File: config.mk
export PLATFORM = sky130hd
export DESIGN_NAME = periph_bus_ctrl
export DESIGN_NICKNAME = d
export VERILOG_FILES = /design/src/rtl/periph_bus_ctrl.sv
export SDC_FILE = /design/constraint.sdc
export NUM_CORES = 1
export LEC_CHECK = 0
export BUFFER_PORTS_ARGS = -buffer_cell sky130_fd_sc_hd__buf_4
export CORE_AREA = 2 2 112 114
export CTS_BUF_LIST = sky130_fd_sc_hd__clkbuf_2 sky130_fd_sc_hd__clkbuf_4 sky130_fd_sc_hd__clkbuf_8
export DETAILED_ROUTE_END_ITERATION = 8
export DIE_AREA = 0 0 114 116
export PLACE_DENSITY = 0.7
export SLEW_MARGIN = 10
export SYNTH_ARGS = -nofsm -noshare
export SYNTH_HDL_FRONTEND = slang
export SYNTH_SLANG_ARGS = --single-unit
File: constraint.sdc
create_clock -name clk -period 2.55 [get_ports clk]
set_input_delay 0.255 -clock clk [delete_from_list [all_inputs] [get_ports clk]]
set_output_delay 0.255 -clock clk [all_outputs]
set_load 0.01 [all_outputs]
File: src/rtl/periph_bus_ctrl.sv
// Data-bus controller: registered request/acknowledge access to N slaves
// with wait states, bounded timeout, bus errors and per-slave read-done.
module periph_bus_ctrl #(
    parameter int                NUM_SLAVES  = 4,
    parameter int                DATA_W      = 32,
    parameter int                ADDR_W      = 32,
    parameter logic [ADDR_W-1:0] BASE_ADDR   = '0,
    parameter int                REGION_BITS = 8,
    parameter int                TIMEOUT     = 15
) (
    input  logic                         clk,
    input  logic                         reset,
    input  logic                         req,
    input  logic                         write_enable,
    input  logic [DATA_W/8-1:0]          byte_enable,
    input  logic [ADDR_W-1:0]            address,
    input  logic [DATA_W-1:0]            write_data,
    output logic [DATA_W-1:0]            read_data,
    output logic                         ready,
    output logic                         error,
    output logic [NUM_SLAVES-1:0]        s_req,
    output logic                         s_write_enable,
    output logic [DATA_W/8-1:0]          s_byte_enable,
    output logic [REGION_BITS-1:0]       s_address,
    output logic [DATA_W-1:0]            s_write_data,
    input  logic [NUM_SLAVES*DATA_W-1:0] s_rdata,
    input  logic [NUM_SLAVES-1:0]        s_ack,
    output logic [NUM_SLAVES-1:0]        s_read_done
);

    localparam int BE_W  = DATA_W / 8;
    localparam int IDX_W = (NUM_SLAVES > 1) ? $clog2(NUM_SLAVES) : 1;
    localparam logic [ADDR_W-1:0] NUM_A     = ADDR_W'(NUM_SLAVES);
    localparam logic [7:0]        TIMEOUT_C = 8'(TIMEOUT);

    typedef enum logic [1:0] {
        IDLE,
        ACCESS,
        RESP
    } state_t;

    state_t state_q, state_d;

    logic [IDX_W-1:0]       idx_q, idx_d;
    logic [7:0]             cnt_q, cnt_d;
    logic                   we_q, we_d;
    logic [BE_W-1:0]        be_q, be_d;
    logic [REGION_BITS-1:0] addr_q, addr_d;
    logic [DATA_W-1:0]      wdata_q, wdata_d;
    logic [DATA_W-1:0]      rdata_q, rdata_d;
    logic                   ready_q, ready_d;
    logic                   error_q, error_d;
    logic [NUM_SLAVES-1:0]  s_req_q, s_req_d;
    logic [NUM_SLAVES-1:0]  done_q, done_d;

    logic [ADDR_W-1:0]     offset;
    logic [ADDR_W-1:0]     region;
    logic                  mapped;
    logic [IDX_W-1:0]      req_idx;
    logic [NUM_SLAVES-1:0] req_oh;
    logic [NUM_SLAVES-1:0] cur_oh;
    logic                  ack_sel;
    logic [DATA_W-1:0]     rdata_sel;

    // Underflow is judged by compare; region index keeps all upper bits.
    assign offset  = address - BASE_ADDR;
    assign region  = offset >> REGION_BITS;
    assign mapped  = (address >= BASE_ADDR) && (region < NUM_A);
    assign req_idx = region[IDX_W-1:0];

    always_comb begin
        req_oh    = '0;
        cur_oh    = '0;
        ack_sel   = 1'b0;
        rdata_sel = '0;
        for (int i = 0; i < NUM_SLAVES; i++) begin
            if (req_idx == IDX_W'(i)) begin
                req_oh[i] = 1'b1;
            end
            if (idx_q == IDX_W'(i)) begin
                cur_oh[i] = 1'b1;
                ack_sel   = s_ack[i];
                rdata_sel = s_rdata[i*DATA_W +: DATA_W];
            end
        end
    end

    always_comb begin
        state_d = state_q;
        idx_d   = idx_q;
        cnt_d   = cnt_q;
        we_d    = we_q;
        be_d    = be_q;
        addr_d  = addr_q;
        wdata_d = wdata_q;
        rdata_d = '0;
        ready_d = 1'b0;
        error_d = 1'b0;
        s_req_d = s_req_q;
        done_d  = '0;
        unique case (state_q)
            IDLE: begin
                if (req) begin
                    we_d    = write_enable;
                    be_d    = byte_enable;
                    addr_d  = offset[REGION_BITS-1:0];
                    wdata_d = write_data;
                    if (!mapped) begin
                        state_d = RESP;
                        ready_d = 1'b1;
                        error_d = 1'b1;
                    end else begin
                        idx_d   = req_idx;
                        cnt_d   = 8'd0;
                        s_req_d = req_oh;
                        state_d = ACCESS;
                    end
                end
            end
            ACCESS: begin
                // Ack wins over an expiring counter on the same cycle.
                if (ack_sel) begin
                    state_d = RESP;
                    ready_d = 1'b1;
                    s_req_d = '0;
                    if (!we_q) begin
                        rdata_d = rdata_sel;
                        done_d  = cur_oh;
                    end
                end else if (cnt_q == TIMEOUT_C) begin
                    state_d = RESP;
                    ready_d = 1'b1;
                    error_d = 1'b1;
                    s_req_d = '0;
                end else begin
                    cnt_d = cnt_q + 8'd1;
                end
            end
            RESP: begin
                state_d = IDLE;
            end
            default: begin
                state_d = IDLE;
                s_req_d = '0;
            end
        endcase
    end

    always_ff @(posedge clk) begin
        if (reset) begin
            state_q <= IDLE;
        end else begin
            state_q <= state_d;
        end
    end

    always_ff @(posedge clk) begin
        if (reset) begin
            idx_q   <= '0;
            cnt_q   <= '0;
            we_q    <= 1'b0;
            be_q    <= '0;
            addr_q  <= '0;
            wdata_q <= '0;
            rdata_q <= '0;
            ready_q <= 1'b0;
            error_q <= 1'b0;
            s_req_q <= '0;
            done_q  <= '0;
        end else begin
            idx_q   <= idx_d;
            cnt_q   <= cnt_d;
            we_q    <= we_d;
            be_q    <= be_d;
            addr_q  <= addr_d;
            wdata_q <= wdata_d;
            rdata_q <= rdata_d;
            ready_q <= ready_d;
            error_q <= error_d;
            s_req_q <= s_req_d;
            done_q  <= done_d;
        end
    end

    assign read_data      = rdata_q;
    assign ready          = ready_q;
    assign error          = error_q;
    assign s_req          = s_req_q;
    assign s_write_enable = we_q;
    assign s_byte_enable  = be_q;
    assign s_address      = addr_q;
    assign s_write_data   = wdata_q;
    assign s_read_done    = done_q;

endmodule

# Yosys cells after proc, flatten, opt, wreduce, memory -nomap -nowiden

Index checks and enable logic that the tools add are counted.

ROM bits: 0
Input port bits: 204
Memory bits (writable): 0
Register bits: 99
Bits in latches: 0
Memories: 0

Shift operators: 0
Mux-type cells: 38
Add/sub/neg operators: 1
Div/mod/pow operators: 0
$lt $le $gt $ge: 2
Equal/unequal tests: 14
Multiply operators: 0
Bitwise logic cells: 3
Reductions and logical operators: 11

Operators with widths:

| kind                  | count |
|---|---|
| $mux W32              | 4 |
| $ge A32 B1 Y1 const B | 1 |
| $mux W8               | 4 |
| $lt A24 B3 Y1 const B | 1 |
| $mux W1               | 17 |
| $mux W4               | 4 |
| $pmux W8 S2           | 1 |
| $pmux W4 S3           | 1 |
| $eq A2 B2 Y1 const B  | 5 |
| $add A8 B1 Y8 const B | 1 |
| $eq A8 B4 Y1 const B  | 1 |
| $mux W2               | 4 |
| $ne A2 B2 Y1 const B  | 4 |
| $eq A2 B1 Y1 const B  | 3 |
| $logic_not A2 Y1      | 3 |
| $reduce_and A5 Y1     | 1 |
| $pmux W1 S2           | 2 |
| $pmux W2 S2           | 1 |
| $reduce_and A2 Y1     | 2 |
| $reduce_and A4 Y1     | 1 |
| $reduce_or A4 Y1      | 1 |
| $ne A3 B3 Y1 const B  | 1 |
| $not A1 Y1            | 3 |
| $reduce_and A3 Y1     | 1 |
| 2 further kinds       | 2 |

# Depth between registers and ports, before layout

Depth in word-level cells: 7
Gate-level depth with buffers: 7
Mapped depth without buffers: 5

# Worst setup path after synthesis

No wires, ideal clock.

Path kind: register -> register
Start: register idx_q[0]
End: register rdata_q[0], in the netlist read_data[0]
Library setup time: 0.115 ns
Clock period less this slack: 1.781 ns
Arrival: 1.665 ns
Path slack: 0.769 ns
Cell stages (with the launch flop): 5
Path through: dfxtp_1 > buf_2 > buf_2 > mux4_2 > and3_1

Cells in the longest elaborated chain, start to end: 7
Elaborated cells between the ends (all ways): 14

RTL lines:

| item                       | RTL line | source |
|---|---|---|
| start, declared            | 44       | `logic [IDX_W-1:0] idx_q, idx_d;` |
| start signal, assigned     | 171      | `idx_q <= idx_d;` |
| $logic_not A2 Y1           | 80       | `if (idx_q == IDX_W'(i)) begin` |
| $mux W1 (4 in a row)       | 80       |  |
| $not A1 Y1 (no line)       | n/a      |  |
| $reduce_or A4 Y1 (no line) | n/a      |  |
| end signal, assigned       | 177      | `rdata_q <= rdata_d;` |
| end, declared              | 50       | `logic [DATA_W-1:0] rdata_q, rdata_d;` |

Parallel ways exist; a longest one is shown, timed or not.
A chain may end at the register's enable or synchronous reset.

# Worst setup path in the final report

Start: register state_q[0]
End: register cnt_q[5]

Cells in the longest elaborated chain, start to end: 3
Elaborated cells between the ends (all ways): 9

RTL lines:

| item                                                         | RTL line | source |
|---|---|---|
| start, declared                                              | 42       | `state_t state_q, state_d;` |
| start signal, assigned                                       | 153      | `state_q <= state_d;` |
| $eq A2 B1 Y1 or $logic_not A2 Y1 (tied branches)             | 101      | `unique case (state_q)` |
| $ne A2 B2 Y1 (no line) or $reduce_bool A2 Y1 (tied branches) | n/a      |  |
| $reduce_and A5 Y1 (no line)                                  | n/a      |  |
| end signal, assigned                                         | 172      | `cnt_q <= cnt_d;` |
| end, declared                                                | 45       | `logic [7:0] cnt_q, cnt_d;` |

Parallel ways exist; a longest one is shown, timed or not.

==> results <==
- The flow ran to the end, and the final reports show no timing, DRC or antenna violations.
- Counting the fill cells in the layout gives 1,062.
- The post-synthesis average cell area is between 9 and 10 µm².
- The detailed-route wire length per cell is ~17 µm.
- Among all stages on the critical path, the largest delay is contributed by or4_1.
- The critical path goes through or3b_1 > o22a_1 > or4_1 > a21oi_1.
- The net count after synthesis is between 600 and 700.
- Counting every instance in the synthesized netlist gives ~430.
- Pin placement for this block handled 291 I/O pins.
- The die area is about 13,000 µm².
- The count of synthesis-stage warnings from yosys is 0.
- In this run the standard cell core region covers ~12,000 µm².
- After synthesis, the cell types taking the most area are dfxtp_1 (47%), mux4_2 (17%), nand2_1 (8.4%).
- The sum of buffers and inverters on the critical path is 0.
- In this run the worst setup path begins at state_q[0].
- The via count of the first global-routing pass was approximately 4,400.
- Buffers placed on the I/O ports in this run total 290.
- Once the clock tree was built, the setup fixing pass inserted 0 buffers.
- Setup repair after global routing left no endpoint under its margin.
- The slew at the pin closest to its max-slew limit is 0.613 ns.
- The hold-fix buffer count after cts is 0.
- The area share of the largest cell type after synthesis is a little under half.
- CTS saw 99 sinks.
- The endpoint of the lowest-slack register-to-register path is cnt_q[5].
- The number of antenna diodes in the final layout is 0.
- The library cell occupying the most area in the post-synthesis netlist is dfxtp_1.
- The cell with the most instances after synthesis is dfxtp_1.
- The number of synthesized flops with an enable pin is 0.
- The maximum fanout count along the critical path is 16.
- The initial utilization of the core area, before any placement, comes to roughly 36%.
- The tightest hold margin is about 0.12 ns.
- The number of failing setup endpoints in the final timing report is 0.
- The floorplan has 40 rows.
- The number of max-capacitance violations reported is 0.
- The library cell used as clock root buffer is clkbuf_8.
- The nature of the critical path endpoint is a register.
- The number of cells upsized or downsized after cts is 0.
- Of the available clock period, the critical path in the final layout requires 78.9%.
- STA puts the critical path data arrival time at between 2 and 2.5 ns.
- In this run the remaining antenna-violating nets after routing total 0.
- The final layout contains ~900 nets.
- For this run, the detailed router's first-pass iteration total came to 5.
- Clock-pin slew was measured on the worst setup and hold paths at ~0.09 ns.
- Summed over all cells, the static leakage comes to 0.00306 µW.
- OpenSTA, run right after detailed placement, puts the worst setup slack at 0.564 ns.
- The clock arrives with approximately 0.0089 ns of skew.
- The number of hold violations in the final report is 0.
- The tightest min-delay check is of the input pin to register type.
- Summing all multi-input logic gate instances after layout gives 2140 µm².
- The utilization of the core after routing is 56.6%.
- The initial antenna violation count is 0.
- VDD sags by at most between 0.3 and 0.4 mV.
- The worst register-to-register path begins at state_q[0].
- The DRC violations left is 0.
- The smallest setup slack after layout is 0.538 ns.
- Summing all flip-flop and latch instances after layout gives around 2000 µm².
- The total global-route track usage is around 22%.
- Power spread over the standard cell area amounts to between 400 and 500 nW/µm².
- Global routing finished with a remaining overflow of 0.
- On the worst path, the slowest cell contributes a delay of approximately 0.55 ns.
- The worst setup path is launched from a register.
- Setup slack on the worst reg-to-reg path comes out at ~0.54 ns.
- Counting instances in the post-synthesis netlist gives the leading cell types as dfxtp_1 (99), nand2_1 (95), a21oi_1 (58), and3_1 (33), mux4_2 (33).
- At the worst endpoint, the required time is about 2.9 ns.
- The first global-routing pass estimated between 20,000 and 25,000 µm of wire.
- The final weighted congestion in routability-driven placement is 0.888.
- Sequential elements use a little under half of the synthesized area.
- The fraction of registers with async set/reset is 0%.
- Synthesis inferred 99 register bits.
- The final route contains between 4,000 and 5,000 vias.
- Measured against its own limit, the worst slew margin works out to around 59%.
- The time the final worst path needs with I/O delays and setup is 2.01 ns.
- Buffers inserted during clock tree synthesis total 9.
- The number of max-slew violations in the final report is 0.
- The die is about 120 µm tall.
- The initial detailed-routing violation count is between 200 and 300.
- The CTS tree is yes.
- Among all flip-flop cells after synthesis, the most frequent one is dfxtp_1.
- The latest clock arrival within the worst-skew pair is ~0.37 ns.
- Counting buffers and inverters, the worst setup path is 4 cells deep.
- Based on the critical path, the design can be clocked at up to 497 MHz.
- The largest net degree at the start of global routing is between 50 and 60.
- In this run the horizontal extent of the chip is approximately 110 µm.
- Broken down by cell family, the worst path's largest delay share belongs to simple AND/OR/NAND/NOR gates.
- The maximum number of buffers from clock root to sink is 2.
- The synthesized netlist contains 37 unique library cells.
- The wire-length estimate of the detail-placed layout is roughly 12,000 µm.
- The netlist area before placement is around 4200 µm².
- The area growth from synthesis to layout is 58.7%.
- In the routed layout, each cell is associated on average with a via count of ~5.2.
- The post-layout total power is between 3000 and 4000 µW.
- The depth of the worst register-to-register path is 4.
- The total length of routed wires is ~15,000 µm.
- The kind of critical path is register to register.
- The critical path ends at cnt_q[5].
- The number of levels in the clock H-tree is 3.
- The share of post-route cells with drive strength above 1 is between 40% and 50%.
- The final total negative setup slack is 0 ns.
==> state kept, by name, indices dropped and copies added, names as in the netlist <==
name	cells
read_data	32
s_write_data	32
cnt_q	8
s_address	8
s_byte_enable	4
s_read_done	4
s_req	4
idx_q	2
state_q	2
error	1
ready	1
s_write_enable	1
==> cell type report <==
type                            count  share of cell area [%]
Inverter                            1                  0.0557
Tap cell                          147                    2.73
Timing Repair Buffer              298                    33.2
Clock inverter                      4                   0.780
Sequential cell                    99                    29.4
Multi-Input combinational cell    298                    31.8
Clock buffer                       10                    2.04
==> metal layers <==
layer / global-route usage [%] / wire length (µm) / up-vias / share of wire (%)
met5: 0 / 0 / - / 0
met4: 10.9 / 538 / 0 / 3.6
met3: 6.07 / 1420 / 32 / 9.6
met2: 38.3 / 7470 / 244 / 51
met1: 23.6 / 5360 / 2073 / 36
li1: - / - / 2104 / -
==> cell families after synthesis <==
family          synth area share, %
flops                          46.7
mux                            19.0
compound gates                 10.0
fa+ha+maj                     0.295
simple gates                   20.8
buf+inv                        3.27
==> metrics by stage <==
stage               cells  area (µm²)
floorplan             431        4250
global placement      843        6550
detailed placement    843        6550
CTS                   857        6740
global route          857        6740
finish                857        6740
==> worst reg2reg max path: stages (launching register included) <==
cell	delay [ns]
dfxtp_1	0.49
or3b_1	0.40
o22a_1	0.36
or4_1	0.55
a21oi_1	0.14
==> worst min-delay path by stage <==
stage                     slack, ns               end              from  cells past startpoint
after floorplan                0.39      s_address[0]        address[0]                      2
after global placement         0.44   s_write_data[5]   s_write_data[5]                      2
after detailed placement       0.45  s_byte_enable[1]  s_byte_enable[1]                      2
after CTS                       0.1      s_address[4]        address[4]                      3
after global routing           0.11  s_write_data[25]    write_data[25]                      3
final                          0.12      s_address[4]        address[4]                      3
==> power by group <==
part	leakage (µW)	internal (µW)	total (µW)	switching, µW
logic	0.00216	319	511	192
clock network	0.0000982	472	1010	538
registers	0.000806	1590	1610	24.5
total	0.00306	2380	3130	754
==> cell usage in the layout, fill, tap and decap left out, types with 4 or more instances in the layout <==
| cell type | count |
|---|---|
| nand2_1 | 95 |
| buf_4 | 298 |
| mux4_2 | 33 |
| dfxtp_1 | 97 |
| or4_1 | 4 |
| nor4_1 | 8 |
| and3_1 | 33 |
| nand3_1 | 5 |
| nor2_1 | 5 |
| nand4_1 | 5 |
| mux2i_1 | 4 |
| a21oi_1 | 58 |
| clkbuf_8 | 10 |
| o21ai_0 | 13 |
| o31ai_1 | 4 |
No activity file was read; power rests on OpenSTA's default activity.
